`src/rtl/oc0a_perst_seq.sv`:
```
`default_nettype none
// ============================================================================
//  Module   : oc0a_perst_seq
//  Purpose  : Reset and link bring-up sequencer for the downstream x4 NVMe
//             port (oc0a). Owns the slot PERST# and the root-port core reset,
//             gates both on host PERST# and refclk lock, holds PERST# for a
//             programmed minimum, then waits for link-up within a timeout and
//             retries a bounded number of times before declaring failure.
//  Revision : 1.0 - initial release
// ----------------------------------------------------------------------------
//  Ports
//    clk            in   1  free-running system clock (not oc0a refclk)
//    rstn           in   1  asynchronous active-low reset
//    host_perstn    in   1  host slot PERST#, async, synchronized inside
//    refclk_locked  in   1  oc0a refclk/GT lock, async, synchronized inside
//    link_up        in   1  root-port link-up, synchronous to clk
//    sw_reset_req   in   1  single-cycle re-sequence request
//    oc0a_perstn    out  1  downstream PERST# (registered)
//    rp_rstn        out  1  active-low root-port core reset (registered)
//    link_ready     out  1  high only in UP
//    fail           out  1  high only in FAIL
//    state          out  3  current state encoding
//    retry_cnt      out  4  consecutive link-up timeouts
//    down_cnt       out  8  link-loss events seen in UP, saturating
// ============================================================================
module oc0a_perst_seq #(
    parameter int T_PERST   = 25_000_000,
    parameter int T_LINK    = 25_000_000,
    parameter int MAX_RETRY = 3,
    parameter int CNT_W     = 32
) (
    input  logic       clk,
    input  logic       rstn,
    input  logic       host_perstn,
    input  logic       refclk_locked,
    input  logic       link_up,
    input  logic       sw_reset_req,
    output logic       oc0a_perstn,
    output logic       rp_rstn,
    output logic       link_ready,
    output logic       fail,
    output logic [2:0] state,
    output logic [3:0] retry_cnt,
    output logic [7:0] down_cnt
);

    typedef enum logic [2:0] {
        S_RESET    = 3'd0,
        S_WAIT_CLK = 3'd1,
        S_HOLD     = 3'd2,
        S_TRAIN    = 3'd3,
        S_UP       = 3'd4,
        S_FAIL     = 3'd5
    } state_t;

    localparam logic [CNT_W-1:0] C_PERST_LAST = CNT_W'(T_PERST - 1);
    localparam logic [CNT_W-1:0] C_LINK_LAST  = CNT_W'(T_LINK - 1);
    localparam logic [3:0]       C_MAX_RETRY  = 4'(MAX_RETRY);
    localparam logic [7:0]       C_DOWN_SAT   = 8'hFF;

    // ------------------------------------------------------------------------
    // Two-flop synchronizers for the asynchronous qualifiers
    // ------------------------------------------------------------------------
    logic [1:0] r_host_sync;
    logic [1:0] r_lock_sync;
    logic       w_host_ok;
    logic       w_lock_ok;

    always_ff @(posedge clk or negedge rstn) begin
        if (!rstn) begin
            r_host_sync <= 2'b00;
            r_lock_sync <= 2'b00;
        end else begin
            r_host_sync <= {r_host_sync[0], host_perstn};
            r_lock_sync <= {r_lock_sync[0], refclk_locked};
        end
    end

    assign w_host_ok = r_host_sync[1];
    assign w_lock_ok = r_lock_sync[1];

    // ------------------------------------------------------------------------
    // State and bookkeeping registers
    // ------------------------------------------------------------------------
    state_t           r_state;
    logic [CNT_W-1:0] r_cnt;
    logic [3:0]       r_retry_cnt;
    logic [7:0]       r_down_cnt;
    logic             r_perstn;
    logic             r_rp_rstn;
    logic             r_link_ready;
    logic             r_fail;

    state_t           w_state_nxt;
    logic [CNT_W-1:0] w_cnt_nxt;
    logic [3:0]       w_retry_nxt;
    logic [3:0]       w_retry_inc;
    logic [7:0]       w_down_nxt;
    logic             w_perstn_nxt;
    logic             w_rp_rstn_nxt;
    logic             w_link_ready_nxt;
    logic             w_fail_nxt;

    assign w_retry_inc = r_retry_cnt + 4'd1;

    // ------------------------------------------------------------------------
    // Next-state, counter and status decode
    // ------------------------------------------------------------------------
    always_comb begin
        w_state_nxt = r_state;
        w_retry_nxt = r_retry_cnt;
        w_down_nxt  = r_down_cnt;
        // The counter only runs while timing HOLD or TRAIN; every transition
        // below clears it explicitly so each window starts at zero.
        if ((r_state == S_HOLD) || (r_state == S_TRAIN)) begin
            w_cnt_nxt = r_cnt + CNT_W'(1);
        end else begin
            w_cnt_nxt = '0;
        end

        case (r_state)
            S_RESET: begin
                w_state_nxt = S_WAIT_CLK;
            end
            S_WAIT_CLK: begin
                if (w_host_ok && w_lock_ok) begin
                    w_state_nxt = S_HOLD;
                    w_cnt_nxt   = '0;
                end
            end
            S_HOLD: begin
                if (r_cnt == C_PERST_LAST) begin
                    w_state_nxt = S_TRAIN;
                    w_cnt_nxt   = '0;
                end
            end
            S_TRAIN: begin
                // Link-up is checked first so it wins over a timeout landing
                // on the same cycle.
                if (link_up) begin
                    w_state_nxt = S_UP;
                    w_retry_nxt = 4'd0;
                    w_cnt_nxt   = '0;
                end else if (r_cnt == C_LINK_LAST) begin
                    w_retry_nxt = w_retry_inc;
                    w_cnt_nxt   = '0;
                    if (w_retry_inc == C_MAX_RETRY) begin
                        w_state_nxt = S_FAIL;
                    end else begin
                        w_state_nxt = S_HOLD;
                    end
                end
            end
            S_UP: begin
                if (!link_up) begin
                    w_state_nxt = S_HOLD;
                    w_cnt_nxt   = '0;
                    if (r_down_cnt != C_DOWN_SAT) begin
                        w_down_nxt = r_down_cnt + 8'd1;
                    end
                end
            end
            S_FAIL: begin
                w_state_nxt = S_FAIL;
            end
            default: begin
                w_state_nxt = S_RESET;
                w_cnt_nxt   = '0;
            end
        endcase

        // Global overrides replace whatever the per-state step decided,
        // including any link-loss count it would have taken.
        if (!w_host_ok || !w_lock_ok) begin
            w_state_nxt = S_WAIT_CLK;
            w_cnt_nxt   = '0;
            w_retry_nxt = 4'd0;
            w_down_nxt  = r_down_cnt;
        end else if (sw_reset_req && (r_state != S_RESET) && (r_state != S_WAIT_CLK)) begin
            w_state_nxt = S_HOLD;
            w_cnt_nxt   = '0;
            w_retry_nxt = 4'd0;
            w_down_nxt  = r_down_cnt;
        end
    end

    // ------------------------------------------------------------------------
    // Output decode from the next state, so the registered outputs change on
    // the same edge as the state register.
    // ------------------------------------------------------------------------
    always_comb begin
        w_perstn_nxt     = 1'b0;
        w_rp_rstn_nxt    = 1'b0;
        w_link_ready_nxt = 1'b0;
        w_fail_nxt       = 1'b0;
        case (w_state_nxt)
            S_HOLD: begin
                w_rp_rstn_nxt = 1'b1;
            end
            S_TRAIN: begin
                w_perstn_nxt  = 1'b1;
                w_rp_rstn_nxt = 1'b1;
            end
            S_UP: begin
                w_perstn_nxt     = 1'b1;
                w_rp_rstn_nxt    = 1'b1;
                w_link_ready_nxt = 1'b1;
            end
            S_FAIL: begin
                w_rp_rstn_nxt = 1'b1;
                w_fail_nxt    = 1'b1;
            end
            default: begin
                w_perstn_nxt  = 1'b0;
                w_rp_rstn_nxt = 1'b0;
            end
        endcase
    end

    always_ff @(posedge clk or negedge rstn) begin
        if (!rstn) begin
            r_state      <= S_RESET;
            r_cnt        <= '0;
            r_retry_cnt  <= 4'd0;
            r_down_cnt   <= 8'd0;
            r_perstn     <= 1'b0;
            r_rp_rstn    <= 1'b0;
            r_link_ready <= 1'b0;
            r_fail       <= 1'b0;
        end else begin
            r_state      <= w_state_nxt;
            r_cnt        <= w_cnt_nxt;
            r_retry_cnt  <= w_retry_nxt;
            r_down_cnt   <= w_down_nxt;
            r_perstn     <= w_perstn_nxt;
            r_rp_rstn    <= w_rp_rstn_nxt;
            r_link_ready <= w_link_ready_nxt;
            r_fail       <= w_fail_nxt;
        end
    end

    assign oc0a_perstn = r_perstn;
    assign rp_rstn     = r_rp_rstn;
    assign link_ready  = r_link_ready;
    assign fail        = r_fail;
    assign state       = r_state;
    assign retry_cnt   = r_retry_cnt;
    assign down_cnt    = r_down_cnt;

endmodule
`default_nettype wire

```
`config.mk`:
```
export PLATFORM = sky130hd
export DESIGN_NAME = oc0a_perst_seq
export DESIGN_NICKNAME = d
export VERILOG_FILES = /design/src/rtl/oc0a_perst_seq.sv
export SDC_FILE = /design/constraint.sdc
export NUM_CORES = 1
export LEC_CHECK = 0
export CORE_UTILIZATION = 25
export CTS_CLUSTER_DIAMETER = 30
export DETAILED_ROUTE_END_ITERATION = 7
export PLACE_DENSITY = 0.46
export SLEW_MARGIN = 10
export SYNTH_ARGS = -nofsm -noshare
export SYNTH_HDL_FRONTEND = slang
export SYNTH_SLANG_ARGS = --single-unit
```
`constraint.sdc`:
```
create_clock -name clk -period 5 [get_ports clk]
set_input_delay 1 -clock clk [delete_from_list [all_inputs] [get_ports clk]]
set_output_delay 1 -clock clk [all_outputs]
set_load 0.03 [all_outputs]
```
# After elaboration in Yosys (flattened, before gate mapping)

Index checks and enable logic that the tools add are counted.

Bits in registers: 55
Input port bits: 6

Add/subtract/negate cells: 3
Equal/unequal tests: 13
Mux-type cells: 26
Bitwise operators: 3
Reduce and logical (&&, ||, !) cells: 16

Operators with widths:

| cell                                                              | count |
|---|---|
| 32-bit 2-to-1 mux                                                 | 7 |
| 32-bit one-hot mux with 5 select lines                            | 1 |
| 32-bit by 1-bit adder with 32-bit output, second input constant   | 1 |
| 32-bit by 25-bit == test with 1-bit output, second input constant | 1 |
| 3-bit 2-to-1 mux                                                  | 8 |
| 4-bit 2-to-1 mux                                                  | 5 |
| 3-bit one-hot mux with 6 select lines                             | 1 |
| 3-bit by 2-bit == test with 1-bit output, second input constant   | 4 |
| 3-bit == test, second input constant                              | 4 |
| 8-bit by 1-bit adder with 8-bit output, second input constant     | 1 |
| 8-bit != test, second input constant                              | 1 |
| 3-bit nonzero test                                                | 2 |
| 5-bit AND reduction                                               | 1 |
| 4-bit by 1-bit adder with 4-bit output, second input constant     | 1 |
| 4-bit by 2-bit == test with 1-bit output, second input constant   | 1 |
| 1-bit 2-to-1 mux                                                  | 4 |
| 4-bit nonzero test                                                | 1 |
| 2-bit OR reduction                                                | 2 |
| 4-bit OR reduction                                                | 1 |
| 3-bit by 1-bit == test with 1-bit output, second input constant   | 1 |
| 1-bit logical AND                                                 | 3 |
| 3-bit zero test                                                   | 1 |
| 3-bit by 1-bit != test with 1-bit output, second input constant   | 1 |
| 1-bit NOT                                                         | 3 |
| other kinds (3)                                                   | 5 |

# Longest topological paths before layout

Word-level depth: 11
Gate-level depth with buffers: 10
Depth with buffers taken out: 7

# Worst setup path after synthesis

No wires, ideal clock.

Path kind: input-to-reg
Start: input sw_reset_req
End: register r_down_cnt[5] (netlist: down_cnt[5])
Setup time: 0.080 ns
Arrival time: 2.362 ns
Required time: 4.920 ns
Setup slack: 2.557 ns
Stages on the path: 5
Path through: clkbuf_1 nor4_1 nand4_1 nor2_1 xor2_1

Word-level cells in the longest chain between the ends: 4

RTL lines:

| what                                 | RTL line | source |
|---|---|---|
| start: declaration                   | 37       | `input logic sw_reset_req,` |
| 1-bit logical AND (2 in series)      | 179      | `end else if (sw_reset_req && (r_state != S_RESET) && (r_state != S_WAIT_CLK)) begin` |
| 1-bit NOT (no source line)           | -        |  |
| 5-bit AND reduction (no source line) | -        |  |
| end signal: assignment               | 234      | `r_down_cnt <= w_down_nxt;` |
| end: declaration                     | 88       | `logic [7:0] r_down_cnt;` |

No other way between the ends.
A chain may end at the register's enable or synchronous reset.

# Worst setup path in the final report

Start: input link_up
End: register r_down_cnt[7] (netlist: down_cnt[7])

Word-level cells in the longest chain between the ends: 2

RTL lines:

| what                                 | RTL line | source |
|---|---|---|
| start: declaration                   | 36       | `input logic link_up,` |
| 1-bit NOT (no source line)           | -        |  |
| 5-bit AND reduction (no source line) | -        |  |

No other way between the ends.

==> summary.txt <==
Status: complete, no violations
# Post-CTS Setup Buffers: 0
Worst ir drop on vdd: 0.1312 mV
Crit path launch type: input pin
Final worst setup slack: 1.895 ns
Initial antenna violation count: 0
Gr ovfl total: 0
Critical path origin: link_up
Final RePlAce weighted congestion: 0.7766
Clock-pin slew on the worst setup and hold paths: 0.07 ns
Nets: 334
Synth Area per Inst: 9.368 µm²
Total power: 0.8336 mW
First-pass GRT wire length: 10.72 mm
Achievable clock frequency: 322.0 MHz
Post-cts gate resize count: 0
TritonCTS Sinks: 55
CTS buffer count: 5
Hold-fix buffers, CTS: 0
Hold path startpoint: r_lock_sync[0]
Clock skew: 0.007013 ns
Initial drt markers: 95
Cell mode on critical path: nor2_1
Dpl ws: 1.593 ns
Net Count, Synth: 316
DRC violations left: 0
Wire per inst: 13.10 µm
Die area: 11900 µm²
# H-tree levels: 2
Initial Util: 0.2610
Largest net degree at the start of global routing: 56
Routed via count: 2189
Syn. warnings: 0
Setup CP Type: in2reg
Most common flop cell mapped by yosys: dfrtp_1
Post-Syn Instances: 306
GRT Total Usage: 0.1153
Maxcap violations: 0
Antenna fix cells: 0
WP buf/inv: 1
CP max stage cell: nor4_1
Pins Over Slew Limit: 0
Leak: 1.299 nW
Peak fanout along the critical path: 14
Routed WL: 6.092 mm
Endpoints failing hold: 0
Delay-heaviest family, CP: simple AND/OR/NAND/NOR gates
Area Growth Syn to Fin: 17.20%
DRT Pass-1 Iters: 4
Filler cell count: 1147
Row count: 38
Routed length on met2: 2.842 mm
Worst-skew pair later-pin latency: 0.29 ns
Crit path DAT: 3.32 ns
Seq/Total Area, Yosys: 0.4801
Worst EP required: 5.22 ns
Setup Viol. Count Final: 0
Setup TNS Final: 0 ns
Slowest stage delay, CP: 0.79 ns
Worst Setup End Kind: flop
Core box area: 10980 µm²
Vias in the first global route: 2202
Critical Path, Cell by Cell: clkdlybuf4s50_1 > nor2_1 > nand2_1 > nor4_1 > nand4_1 > nor2_1 > xor2_1
CTS tree: done
Async SR Flop Fraction: 1.000
RSZ-0062 raised after global routing: no
Slew headroom: 0.3574
DIE HEIGHT: 109.1 µm
Boundary Pins: 25
Pwr/cell area: 248.1 nW/µm²
Post-synthesis register bit count: 55
R2R Path Start: r_cnt[0]
I/O Buffers: 24
Layout cells sized above 1: 0.05846
Root Buffer: clkbuf_16
Transition time of the tightest slew-check pin: 0.9550 ns
Post-DP HPWL: 4.150 mm
Max layer used: met4
Synth Cell Area: 2866 µm²
WL met1: 2.988 mm
Max Buffers Root-to-Sink: 2
Final ANT Viol Nets: 0
Via-to-Cell Ratio: 4.708
DIE WIDTH: 109.1 µm
Post-synthesis cell type count: 45
Final min period: 3.105 ns
Min-delay worst type: reg2reg
Metal3 WL: 206 µm
Number of flops mapped to enable cells by yosys: 0
Final period utilization: 0.6210
[per-stage QoR]
stage	utilization	hold WS (ns)	instance area, µm²	cells
after detailed placement	0.2927	0.3472	3214	457
after CTS	0.3059	0.3646	3359	465
after global placement	0.2927	0.3485	3214	457
after floorplan	-	0.3312	2867	306
final	0.3059	0.3611	3359	465
after global routing	0.3059	0.3700	3359	465
[synthesized netlist by cell type, types with 2 or more instances]
cell	instances	area, µm²
a21oi_1	10	50.05
nand4_1	16	100.1
nand2b_1	2	12.51
nor3_1	9	45.04
and2_1	2	12.51
o21bai_1	2	15.01
xnor2_1	16	140.1
nand3b_1	2	15.01
nor2b_1	3	18.77
ha_1	4	50.05
and3_1	3	18.77
inv_1	6	22.52
and4_1	5	43.79
o21ai_0	8	40.04
nand3_1	13	65.06
nor4_1	8	50.05
nor4_2	2	25.02
nor4b_1	2	17.52
a31oi_1	4	25.02
nor2_1	53	198.9
or2_2	2	12.51
dfrtp_1	55	1376
clkbuf_1	7	26.28
or4_1	3	22.52
buf_2	5	25.02
nand2_1	25	93.84
xor2_1	21	183.9
[report_power, final]
| part | leakage, nW | switching (mW) | total, mW | internal (mW) |
|---|---|---|---|---|
| Sequential | 0.755 | 0.00439 | 0.452 | 0.448 |
| Clock | 0.0658 | 0.159 | 0.343 | 0.185 |
| Combinational | 0.478 | 0.0257 | 0.0379 | 0.0123 |
[cell type report]
cell class / instances / area, µm² / area share
inverter: 6 / 22.52 / 0.006704
timing repair buffer: 25 / 242.7 / 0.07225
multi-input combinational: 231 / 1398 / 0.4160
clock inverter: 3 / 20.02 / 0.005959
clock buffer: 5 / 125.1 / 0.03724
sequential: 55 / 1376 / 0.4097
tap: 140 / 175.2 / 0.05214
[layout by cell type (no fill, tap or decap), types with 2 or more instances in the layout]
cell	n
xnor2_1	16
nor2_1	53
and2_1	2
dfrtp_1	55
o21ai_0	8
and3_1	3
ha_1	4
o21bai_1	2
clkdlybuf4s50_1	23
clkbuf_16	5
nand4_1	16
nor2b_1	3
clkinvlp_4	2
inv_1	6
nand2_1	25
a31oi_1	4
nor4b_1	2
and4_1	5
or4_1	3
nand3_1	13
xor2_1	21
nor4_1	8
nand3b_1	2
nor4_2	2
nand2b_1	2
or2_2	2
a21oi_1	10
nor3_1	9
[cells by family after synthesis]
kind of cell             Yosys count  share of synthesized area
adder cells (fa/ha/maj)            4                    0.01746
multiplexers                       2                   0.007420
XOR/XNOR                          37                     0.1131
AO/OA/AOI/OAI                     35                    0.07770
AND/OR/NAND/NOR                  153                     0.2719
flip-flops                        55                     0.4801
buffers and inverters             20                    0.03230
[metal layers]
metal  vias up  GRT usage
met3         4    0.02271
met1      1049     0.1504
li1       1108          -
met4         0    0.03764
met5         -          0
met2        28     0.1900
[final timing paths]
| check | end | slack, ns | depth (start not counted) |
|---|---|---|---|
| min in group asynchronous | r_cnt[1] | 0.84 | 2 |
| hold / removal | r_lock_sync[1] | 0.36 | 0 |
| hold reg to reg | r_lock_sync[1] | 0.36 | 0 |
| setup / recovery | down_cnt[7] | 1.89 | 7 |
| setup reg to reg | r_cnt[4] | 2.34 | 7 |
| max in group asynchronous | r_cnt[3] | 3.68 | 2 |
[flip-flops by register name, summed over array words and instances, names as in the netlist]
name and cells:
rp_rstn 1, link_ready 1, state 3, r_host_sync 2, retry_cnt 4, fail 1
r_cnt 32, oc0a_perstn 1, down_cnt 8, r_lock_sync 2
Power figures use the tool's default switching activity.
